===== config.mk =====
export PLATFORM = sky130hd
export DESIGN_NAME = recognize_arbiter_flat
export DESIGN_NICKNAME = d
export VERILOG_FILES = /design/src/rtl/recognize_arbiter_if.sv /design/src/rtl/recognize_arbiter.sv /design/src/flat_wrapper.sv
export SDC_FILE = /design/constraint.sdc
export NUM_CORES = 1
export LEC_CHECK = 0
export CAP_MARGIN = 5
export CORE_UTILIZATION = 35
export CTS_BUF_LIST = sky130_fd_sc_hd__clkbuf_2
export DETAILED_ROUTE_END_ITERATION = 6
export DONT_BUFFER_PORTS = 1
export GPL_ROUTABILITY_DRIVEN = 0
export GPL_TIMING_DRIVEN = 0
export PLACE_DENSITY = 0.5
export REMOVE_ABC_BUFFERS = 1
export SLEW_MARGIN = 10
export SYNTH_ARGS = -nofsm -noshare
export SYNTH_HDL_FRONTEND = slang
export SYNTH_SLANG_ARGS = --single-unit

===== constraint.sdc =====
create_clock -name clk -period 1.8 [get_ports clk]
set_input_delay 0.18 -clock clk [delete_from_list [all_inputs] [get_ports clk]]
set_output_delay 0.18 -clock clk [all_outputs]
set_load 0.05 [all_outputs]

===== src/rtl/recognize_arbiter_if.sv =====
// Request/grant/status bundle between serial requesters and the shared
// "110" recognizer.
interface recognize_arbiter_if #(
    parameter int NCH = 4,
    parameter int IDW = $clog2(NCH)
);
    logic [NCH-1:0]   req;
    logic [NCH-1:0]   din;
    logic [NCH-1:0]   clr;
    logic [NCH-1:0]   gnt;
    logic             hit;
    logic [IDW-1:0]   hit_ch;
    logic [2*NCH-1:0] st_ch;

    modport master (
        output req, din, clr,
        input  gnt, hit, hit_ch, st_ch
    );

    modport slave (
        input  req, din, clr,
        output gnt, hit, hit_ch, st_ch
    );
endinterface


===== src/rtl/recognize_arbiter.sv =====
// One overlapping "110" recognizer time-shared between NCH serial channels
// by a round-robin arbiter; each channel keeps its own recognizer state.
module recognize_arbiter #(
    parameter int NCH = 4,
    parameter int IDW = $clog2(NCH)
) (
    input logic clk,
    input logic reset,
    recognize_arbiter_if.slave bus
);
    typedef enum logic [1:0] {
        S0 = 2'b00,
        S1 = 2'b01,
        S2 = 2'b10,
        S3 = 2'b11
    } st_e;

    st_e            st_q [NCH];
    st_e            st_n [NCH];
    logic [IDW-1:0] ptr_q;
    logic [IDW-1:0] ptr_n;
    logic [IDW-1:0] gidx;
    logic [IDW-1:0] cand;
    logic [IDW-1:0] hit_ch_q;
    logic [IDW-1:0] hit_ch_n;
    logic           hit_q;
    logic           hit_n;
    logic           any;
    logic [NCH-1:0] elig;
    logic [NCH-1:0] gnt_c;

    function automatic st_e step(st_e s, logic b);
        step = S0;
        unique case (s)
            S0: step = b ? S1 : S0;
            S1: step = b ? S2 : S0;
            S2: step = b ? S2 : S3;
            S3: step = b ? S1 : S0;
        endcase
    endfunction

    // A clear wins over a request, so a cleared channel is never eligible.
    assign elig = bus.req & ~bus.clr;

    always_comb begin
        gnt_c = '0;
        gidx  = '0;
        cand  = '0;
        any   = 1'b0;
        for (int k = 1; k <= NCH; k++) begin
            cand = IDW'((int'(ptr_q) + k) % NCH);
            if (!any && elig[cand]) begin
                any  = 1'b1;
                gidx = cand;
            end
        end
        if (!reset) begin
            any = 1'b0;
        end
        if (any) begin
            gnt_c[gidx] = 1'b1;
        end
    end

    always_comb begin
        for (int i = 0; i < NCH; i++) begin
            st_n[i] = st_q[i];
            if (bus.clr[i]) begin
                st_n[i] = S0;
            end else if (gnt_c[i]) begin
                st_n[i] = step(st_q[i], bus.din[i]);
            end
        end
        ptr_n    = any ? gidx : ptr_q;
        hit_n    = any && (st_n[gidx] == S3);
        hit_ch_n = any ? gidx : hit_ch_q;
    end

    always_ff @(posedge clk or negedge reset) begin
        if (!reset) begin
            for (int i = 0; i < NCH; i++) begin
                st_q[i] <= S0;
            end
            ptr_q    <= IDW'(NCH - 1);
            hit_q    <= 1'b0;
            hit_ch_q <= '0;
        end else begin
            st_q     <= st_n;
            ptr_q    <= ptr_n;
            hit_q    <= hit_n;
            hit_ch_q <= hit_ch_n;
        end
    end

    always_comb begin
        bus.st_ch = '0;
        for (int i = 0; i < NCH; i++) begin
            bus.st_ch[2*i +: 2] = st_q[i];
        end
    end

    assign bus.gnt    = gnt_c;
    assign bus.hit    = hit_q;
    assign bus.hit_ch = hit_ch_q;
endmodule


===== src/flat_wrapper.sv =====
// flat-port wrapper written by rule: the top's interface ports become plain ports
module recognize_arbiter_flat 
#(
    parameter int NCH = 4,
    parameter int IDW = $clog2(NCH)
)
  (clk, reset, bus_req, bus_din, bus_clr, bus_gnt, bus_hit, bus_hit_ch, bus_st_ch);
  recognize_arbiter_if #(.NCH(NCH), .IDW(IDW)) bus_i ();
  input logic clk;
  input logic reset;
  input wire logic [$bits(bus_i.req)-1:0] bus_req;
  input wire logic [$bits(bus_i.din)-1:0] bus_din;
  input wire logic [$bits(bus_i.clr)-1:0] bus_clr;
  output wire logic [$bits(bus_i.gnt)-1:0] bus_gnt;
  output wire logic [$bits(bus_i.hit)-1:0] bus_hit;
  output wire logic [$bits(bus_i.hit_ch)-1:0] bus_hit_ch;
  output wire logic [$bits(bus_i.st_ch)-1:0] bus_st_ch;
  assign bus_i.req = bus_req;
  assign bus_i.din = bus_din;
  assign bus_i.clr = bus_clr;
  assign bus_gnt = bus_i.gnt;
  assign bus_hit = bus_i.hit;
  assign bus_hit_ch = bus_i.hit_ch;
  assign bus_st_ch = bus_i.st_ch;
  recognize_arbiter #(.NCH(NCH), .IDW(IDW)) u_core (.clk(clk), .reset(reset), .bus(bus_i));
endmodule

==> impl_results.md <==
* Outcome: complete, but fails checks
* Failing checks: setup timing
* CP peak stage delay at 0.64 ns
* Clock tree buffer depth at 2
* Max Cap Viol at 0
* Total global routing overflow at 0
* CTS Buf Count at 3
* Met3 Usage GRT at 0.0556
* Clock Latency Late Sink at 0.28 ns
* DRC Markers at 0
* Sw Pwr at 446 uW
* Worst hold path class: input port to flop
* Slowest stage cell, crit path: dfstp_2
* Share of cells above drive strength 1 at 0.308
* Rel. slew slack at 0.590
* Mapped Area at 971 um^2
* Avg Inst Size Synth at 9.71 um^2
* Seq/Total Area, Yosys at 0.338
* Worst EP arrival at 1.82 ns
* RR Startpoint: u_core.ptr_q[1]$_DFFE_PN1N_
* Filler-free cell count of the finished design at 147
* Number of buffers and inverters on the critical path at 0
* Worst-path fanout max at 5
* First-pass GRT wire length at 3.71 mm
* Total Power at 1.04 mW
* Area of the die at 2990 um^2
* DR WL/cell at 15.9 um
* Synth warn at 0
* Core Rows at 18
* Place WS at -0.352 ns
* Comb power frac at 0.363
* Fill cell count at 252
* Vias in the first global route at 805
* Clock Skew at 0.00971 ns
* Power per cell area at 844 nW/um^2
* Flop pwr share at 0.482
* DR vias at 816
* Actual slew at the worst max-slew pin at 0.613 ns
* Hold Startpoint: bus_din[1]
* Cell depth of the worst setup path at 3
* RR Endpoint: u_core.bus.st_ch[3]$_DFF_PN0_
* Dpl cells at 128
* 1st-iter DRT viols at 5
* Proportion of power drawn by the clock network at 0.156
* Final setup viols at 11
* Worst reg2reg setup slack at -0.11 ns
* Tmin final at 2.00 ns
* Final instance area at 1230 um^2
* Hold Vio Cnt, Final at 0
* Synth Flop Type: dfrtp_1
* EDFF count, synth at 0
* Num ports at 29
* Critical path required time at 1.62 ns
* DRT antenna net count at 0
* P_leak at 0.513 nW
* Grt met1 use at 0.226
* Crit path max-delay family: simple AND/OR/NAND/NOR gates
* GRT busiest layer: met2
* Distinct cells, synth at 34
* Post-synthesis async set-or-reset flop share at 1.00
* Post-placement cell area at 992 um^2
* CTS H-Tree Depth at 1
* Fin worst setup slack at -0.199 ns
* Worst Hold End: u_core.bus.st_ch[3]$_DFF_PN0_
* Crit path cell chain: nor3_2 -> or4_4 -> and2_4
* Met2 GRT Util at 0.285
* Max-slew violation count at 0
* CTS Root Cell: clkbuf_2
* Yosys top cell area share at 0.284
* Die H at 54.7 um
* Diode count at 0
* Gr usage total at 0.174
* Leading area contributor after synthesis: dfrtp_1
* CP Class: flop to output port
* First drt pass iteration count at 3
* FF-to-FF path depth at 6
* Post-synthesis cell count at 100
* CTS tree: done
* Int Power at 596 uW
* Final worst path period share at 1.11
* Final HPWL DP at 1.61 mm
* WHS Path Cells at 2
* RSZ-0062 raised after global routing: true
* Die width at 54.7 um
* Antenna violations before repair at 0
* Final core utilization at 0.485
* Core area at 2540 um^2
* Clk sinks at 13
* Startpoint types: flop
* Flops & latches, synth at 13
* Sw Ratio at 0.428
* Initial Util at 0.382
* Clk slew on worst S/H paths at 0.14 ns
* Crit end category: output port
* Via density at 5.55
* Most frequent cells in the layout: dfrtp_1 (11), a21oi_1 (10), inv_1 (9)
* VDD IR max at 0.000431 V
* Most common cell after layout, fill and taps aside: dfrtp_1
* Port bufs at 0
* Area contributors post-synth: dfrtp_1 (28%), ha_1 (10%), mux2i_1 (8.2%)
* Fin Hold WS at 0.140 ns
* Max Clock Freq at 500 MHz
* Nets at 140
* Largest net degree at the start of global routing at 14
* Routed WL at 2.33 mm
* Layout area overhead at 27.2%
* Total negative slack at -1.05 ns
==> state kept, by name (all words and copies together), names as in the netlist <==
register and count:
u_core.bus.hit_ch 2, u_core.bus.st_ch 8, u_core.ptr_q 2, u_core.bus.hit 1
==> routing by layer <==
layer / up-vias / routed length (um)
met5: - / 0
met4: 0 / 0
met3: 0 / 128
met2: 17 / 1200
met1: 398 / 1010
li1: 401 / -
==> how the worst max path moves through the flow <==
stage / from / to
floorplan: u_core.ptr_q[1]$_DFFE_PN1N_ / u_core.bus.st_ch[4]$_DFF_PN0_
global placement: u_core.ptr_q[1]$_DFFE_PN1N_ / u_core.bus.st_ch[5]$_DFF_PN0_
detailed placement: u_core.ptr_q[1]$_DFFE_PN1N_ / u_core.bus.st_ch[1]$_DFF_PN0_
CTS: u_core.ptr_q[1]$_DFFE_PN1N_ / bus_gnt[3]
global route: u_core.ptr_q[1]$_DFFE_PN1N_ / bus_gnt[3]
finish: u_core.ptr_q[1]$_DFFE_PN1N_ / bus_gnt[3]
==> kinds of logic after synthesis <==
group	count (synthesis)	share of synthesized area
AND/OR/NAND/NOR	28	0.191
AO/OA/AOI/OAI	30	0.211
flip-flops	13	0.338
adder cells (fa/ha/maj)	8	0.103
buffers and inverters	11	0.0515
multiplexers	10	0.106
==> synthesized netlist by cell type, types with 3 or more instances <==
library cell and number:
inv_1 9, a211oi_1 9, dfrtp_1 11, ha_1 8, a21oi_1 10, nor2_1 5, mux2i_1 8, nor2b_1 3
nor3_1 5
==> layout make-up <==
type	instances	area, um^2	share of cell area
clock buffers	4	20.0	0.0162
inverters	9	33.8	0.0274
multi-input cells	76	674	0.546
flip-flops and latches	13	328	0.265
well taps	30	37.5	0.0304
repair buffers	15	141	0.114
==> timing repair <==
action                                  CTS  global route
endpoints found under the setup margin   15            15
hold buffers                              5             0
cloned                                    0             0
pin swaps                                 7             4
buffers inserted                         10             0
endpoints found under the hold margin    21             0
resized for setup                        13             4
==> power groups by stage <==
stage	Combinational, mW	Clock (mW)	Sequential [mW]
after floorplan	0.207	0	0.490
after global routing	0.417	0.185	0.510
after detailed placement	0.242	0	0.503
after global placement	0.237	0	0.502
final	0.378	0.163	0.502
after CTS	0.372	0.172	0.502
No activity file was read; power rests on OpenSTA's default activity.
==> edit 1, RTL diff (same settings) <==
`NCH` is set to 4 in 3 places; all go to 2.
--- a/src/rtl/recognize_arbiter_if.sv
+++ b/src/rtl/recognize_arbiter_if.sv
@@ -3,3 +3,3 @@
 interface recognize_arbiter_if #(
-    parameter int NCH = 4,
+    parameter int NCH = 2,
     parameter int IDW = $clog2(NCH)
--- a/src/rtl/recognize_arbiter.sv
+++ b/src/rtl/recognize_arbiter.sv
@@ -3,3 +3,3 @@
 module recognize_arbiter #(
-    parameter int NCH = 4,
+    parameter int NCH = 2,
     parameter int IDW = $clog2(NCH)
--- a/src/flat_wrapper.sv
+++ b/src/flat_wrapper.sv
@@ -3,3 +3,3 @@
 #(
-    parameter int NCH = 4,
+    parameter int NCH = 2,
     parameter int IDW = $clog2(NCH)
Interface: changed (6 resized); port bits go from 29 to 16. No check against the original RTL was run, so the function may have changed too.
==> edit 1 against the original RTL <==
- area after synthesis decreased by 55%
- worst setup slack improved by 0.30 ns
- register-to-register slack improved by 0.21 ns
- power decreased by 63%
- clock skew decreased by 0.0028 ns
- critical path type is now flop to flop
- maximum frequency increased by 18%
- sequential power decreased by 58%
- critical endpoint is now u_core.bus.hit
- sequential share of layout area increased by 10 points
- sequential cell count decreased by 6
- routed wire length decreased by 63%
- clock power decreased by 28%
- via count decreased by 61%
- highest routed layer is now met4
- cell area decreased by 60%
- hold slack got worse by 0.12 ns
==> edit 1: results (changes against the original RTL) <==
| Metric | Value |
|---|---|
| Status | `finished clean` |
| Sequential share of the synthesized area | `40.1% (+6.3 points)` |
| Met3 Use GR | `3.57% (-2.0 points)` |
| GR Util met2 | `24.6% (-4.0 points)` |
| Nets | `60 (-57%)` |
| Peak supply drop | `0.384 mV (-11%)` |
| Worst-path maximum fanout | `3 (-2)` |
| Worst clock skew | `0.00688 ns (-0.00283 ns)` |
| Initial DRC Count | `12 (+7)` |
| Unique masters post-synth | `20 (-41%)` |
| Crit Path Class | `flop to flop` |
| Vias per std cell | `5.26 (-5.2%)` |
| Top sig layer | `met4` |
| Post-DP HPWL | `674 µm (-58%)` |
| Clock transition at path regs | `0.07 ns (-0.07 ns)` |
| CP top delay family | `flip-flops` |
| Max_slew headroom | `60.6% (+1.6 points)` |
| Largest net degree at the start of global routing | `8 (-6)` |
| Drt wl/cell | `14.2 µm (-10%)` |
| # Post-CTS Setup Buffers | `0 (-10)` |
| Max stage delay cell, worst path | `dfrtp_1` |
| Hold path startpoint | `bus_clr[1]` |
| Largest register FFs | `4 (-4)` |
| Area contributors post-synth | `dfrtp_1, ha_1, dfstp_2` |
| Post-synth top cells | `dfrtp_1, inv_1, ha_1` |
| Adder-Cell Fraction of Synth Area | `11.4% (+1.1 points)` |
## edit 1: cell types whose count changed in the layout (fill, tap and decap cells not counted), sizes merged, moves of 4 or more
| cell | change |
|---|---|
| dfrtp | -5 |
| buf | -10 |
| a211oi | -7 |
| ha | -4 |
| inv | -4 |
| a21oi | -7 |
| nor3 | -5 |
| mux2i | -6 |
## edit 1: path summary, 6_finish.rpt
kind,cells past startpoint,slack (ns),to
min in group asynchronous,1,0.28,u_core.bus.hit_ch
worst max-delay path,4,0.1,u_core.bus.hit
worst min-delay path,1,0.02,u_core.bus.st_ch[2]
worst min register to register,2,0.52,u_core.ptr_q
worst max register to register,4,0.1,u_core.bus.hit
max in group asynchronous,1,1.23,u_core.ptr_q
## edit 1: through the flow
stage	hold WS [ns]	setup WS, ns	power, mW	instance area [µm²]	util [%]
5_1_grt	0.00153	0.0268	0.409	489	42.9
3_3_place_gp	-0.115	0.0375	0.262	447	39.1
3_5_place_dp	-0.115	0.0278	0.264	447	39.1
6_report	0.0153	0.0999	0.386	489	42.9
4_1_cts	0.00192	0.00590	0.391	487	42.7
2_1_floorplan	-0.116	0.123	0.255	429	-
## edit 1: power breakdown
group	total (mW)	internal [mW]	leakage (nW)	switching, mW
clock network	0.117	0.0591	0.0166	0.0582
logic	0.0566	0.0246	0.119	0.0320
registers	0.212	0.174	0.0881	0.0378
## edit 1: final cells by class
type                            count  area, µm²
Clock buffer                        4       20.0
Fill cell                         120        652
Sequential cell                     7        179
Tap cell                           14       17.5
Inverter                            5       18.8
Timing Repair Buffer                2       20.0
Multi-Input combinational cell     29        234
## edit 1: what timing repair did
action	4_1_cts	5_1_grt
setup endpoints to repair	0	1
hold buffers	2	0
hold endpoints to repair	8	0
resized for setup	0	2
==> edit 2, RTL diff (same settings) <==
Without the edit above. Make the reset (`reset`) synchronous in one clocked block.
--- a/src/rtl/recognize_arbiter.sv
+++ b/src/rtl/recognize_arbiter.sv
@@ -78,3 +78,3 @@
 
-    always_ff @(posedge clk or negedge reset) begin
+    always_ff @(posedge clk) begin
         if (!reset) begin
Check against the original RTL: differs if reset is asserted again (counterexample within 4 cycles, from zero or initial values and one cycle with reset low); with reset held inactive, the same outputs for 10 cycles.
==> edit 2 against the original RTL <==
- sequential cell count stayed put
- routed wire length grew 15%
- global-route usage fell by 0.29 points
- critical path depth increased by 1
- clock skew fell by 0.0020 ns
- area after synthesis is 16% higher
- power decreased by 24%
- critical endpoint is now bus_gnt[0]
- cell area is 0.71% higher
- largest power group unchanged
- worst setup slack gained 0.28 ns
- highest routed layer is now met4
==> edit 2: results (changes against the original RTL) <==
| Metric | Value |
|---|---|
| Post-DP HPWL | `2020 µm (+26%)` |
| Clock transition at path regs | `0.14 ns (about the same)` |
| Initial DRC Count | `49 (+44)` |
| Worst clock skew | `0.00766 ns (-0.00205 ns)` |
| 1st-pass router iterations | `4 (+1)` |
| Status | `finished clean` |
| Peak supply drop | `0.402 mV (-6.6%)` |
| Global-route wire length before repair | `4440 µm (+20%)` |
| H-tree depth | `1 (unchanged)` |
| Residual DRC | `0 (unchanged)` |
| Vias per std cell | `5.54 (-0.28%)` |
| Async set-or-reset flop fraction in the synthesized netlist | `0% (-100 points)` |
| Sequential share of the synthesized area | `23.2% (-11 points)` |
| Layout cell share with drive strength beyond 1 | `25.2% (-5.6 points)` |
| Post-DP Area | `0.00113 mm² (+14%)` |
| Placed Instances | `172 (+34%)` |
| Post-Syn Area per Cell | `8.32 µm² (-14%)` |
| Warnings from Yosys | `0 (unchanged)` |
| Nets | `162 (+16%)` |
| PortBufs | `0 (unchanged)` |
| Largest register FFs | `8 (unchanged)` |
| Worst skew pair latency | `roughly 0.29 ns` |
| Max_slew headroom | `54.8% (-4.2 points)` |
| Total CTS buffers | `3 (unchanged)` |
| Initial antenna violation count | `0 (unchanged)` |
| # fillers | `335 (+33%)` |
| Overall Global Routing Usage | `17.1% (-0.29 points)` |
| Drt wl/cell | `14.7 µm (-7.6%)` |
| Clk root buf | `clkbuf_2` |
| Total grt overflow | `0 (unchanged)` |
| LEAKAGE | `0.449 nW (-12%)` |
| Worst EP arrival | `1.54 ns (-0.28 ns)` |
| Post-synth top cells | `nor2_1, dfxtp_1, inv_1` |
| Diode count | `0 (unchanged)` |
| Vias in the first global route | `952 (+18%)` |
| Clock Tree Buf Depth | `2 (unchanged)` |
| Area contributors post-synth | `dfxtp_1, ha_1, mux2i_1` |
| Vias | `1013 (+24%)` |
| Worst min path class | `primary input to flop` |
| Unique masters post-synth | `43 (+26%)` |
| PwrDens | `634 mW/mm² (-25%)` |
| Largest net degree at the start of global routing | `15 (+1)` |
| Worst-path maximum fanout | `6 (+1)` |
[edit 2: cell count changes in the layout (fill, tap and decap cells not counted), moves of 3 or more]
cell           before  now
dlygate4sd3_1       5    1
dfrtp_1            11    0
nor2_1              5   16
buf_4               8    5
dfxtp_2             0    8
dfxtp_1             0    4
and3_4              0    3
a311oi_1            0    5
nand2_1             1    6
a211oi_1            7    4
nand2b_1            1    8
o21ai_1             0    3
[edit 2: power by group]
part | switching (mW) | internal, mW
sequential | 0.0721 | 0.309
combinational | 0.137 | 0.101
clock | 0.110 | 0.0589
total | 0.319 | 0.469
[edit 2: critical path, stage by stage (launching register included)]
cell      delay (ns)
dfxtp_4         0.42
clkbuf_2        0.18
o21ai_2         0.09
a221oi_4        0.28
and2_4          0.28
[edit 2: final timing paths]
path	start	end	slack, ns	cells after the start
setup / recovery	u_core.ptr_q[1]	bus_gnt[0]	0.08	4
setup reg to reg	u_core.bus.st_ch[0]	u_core.bus.hit	0.12	7
hold / removal	reset	u_core.bus.hit_ch[1]	0.02	1
hold reg to reg	u_core.ptr_q[0]	u_core.ptr_q[0]	0.60	2
[edit 2: timing repair]
| action | 4_1_cts | 5_1_grt |
|---|---|---|
| resized for setup | 15 | 4 |
| hold endpoints to repair | 3 | 0 |
| endpoints found under the setup margin | 6 | 5 |
| pin swaps | 1 | 5 |
| setup buffers | 0 | 6 |
| hold buffers | 1 | 0 |
[edit 2: area by class of cell]
| cell class | instances | area share, % |
|---|---|---|
| Timing Repair Buffer | 7 | 4.23 |
| Multi-Input combinational cell | 104 | 64.4 |
| Sequential cell | 13 | 22.0 |
| Clock buffer | 4 | 1.61 |
| Tap cell | 44 | 4.43 |
| Inverter | 11 | 3.32 |
[edit 2: per-stage QoR]
step | hold slack, ns | setup WS [ns]
6_report | 0.0200 | 0.0813
5_1_grt | 0.00705 | -0.00933
4_1_cts | 0.000854 | 0.0116
3_5_place_dp | 0.273 | -0.0981
3_3_place_gp | 0.265 | -0.0754
2_1_floorplan | 0.260 | 0.0717
[edit 2: cells by family (layout without fill, tap and decap cells)]
family	Yosys count	in the layout	synth area share [%]
compound gates	40	40	30.4
fa+ha+maj	8	8	8.91
buf+inv	18	22	7.68
flops	13	13	23.2
mux	7	7	6.24
simple gates	49	49	23.6
[edit 2: routing by layer]
layer / track usage [%] / part of all wire [%]
met1: 21.5 / 45
met3: 5.49 / 5.7
met4: 5.78 / 0.93
met2: 27.8 / 48
met5: 0 / 0
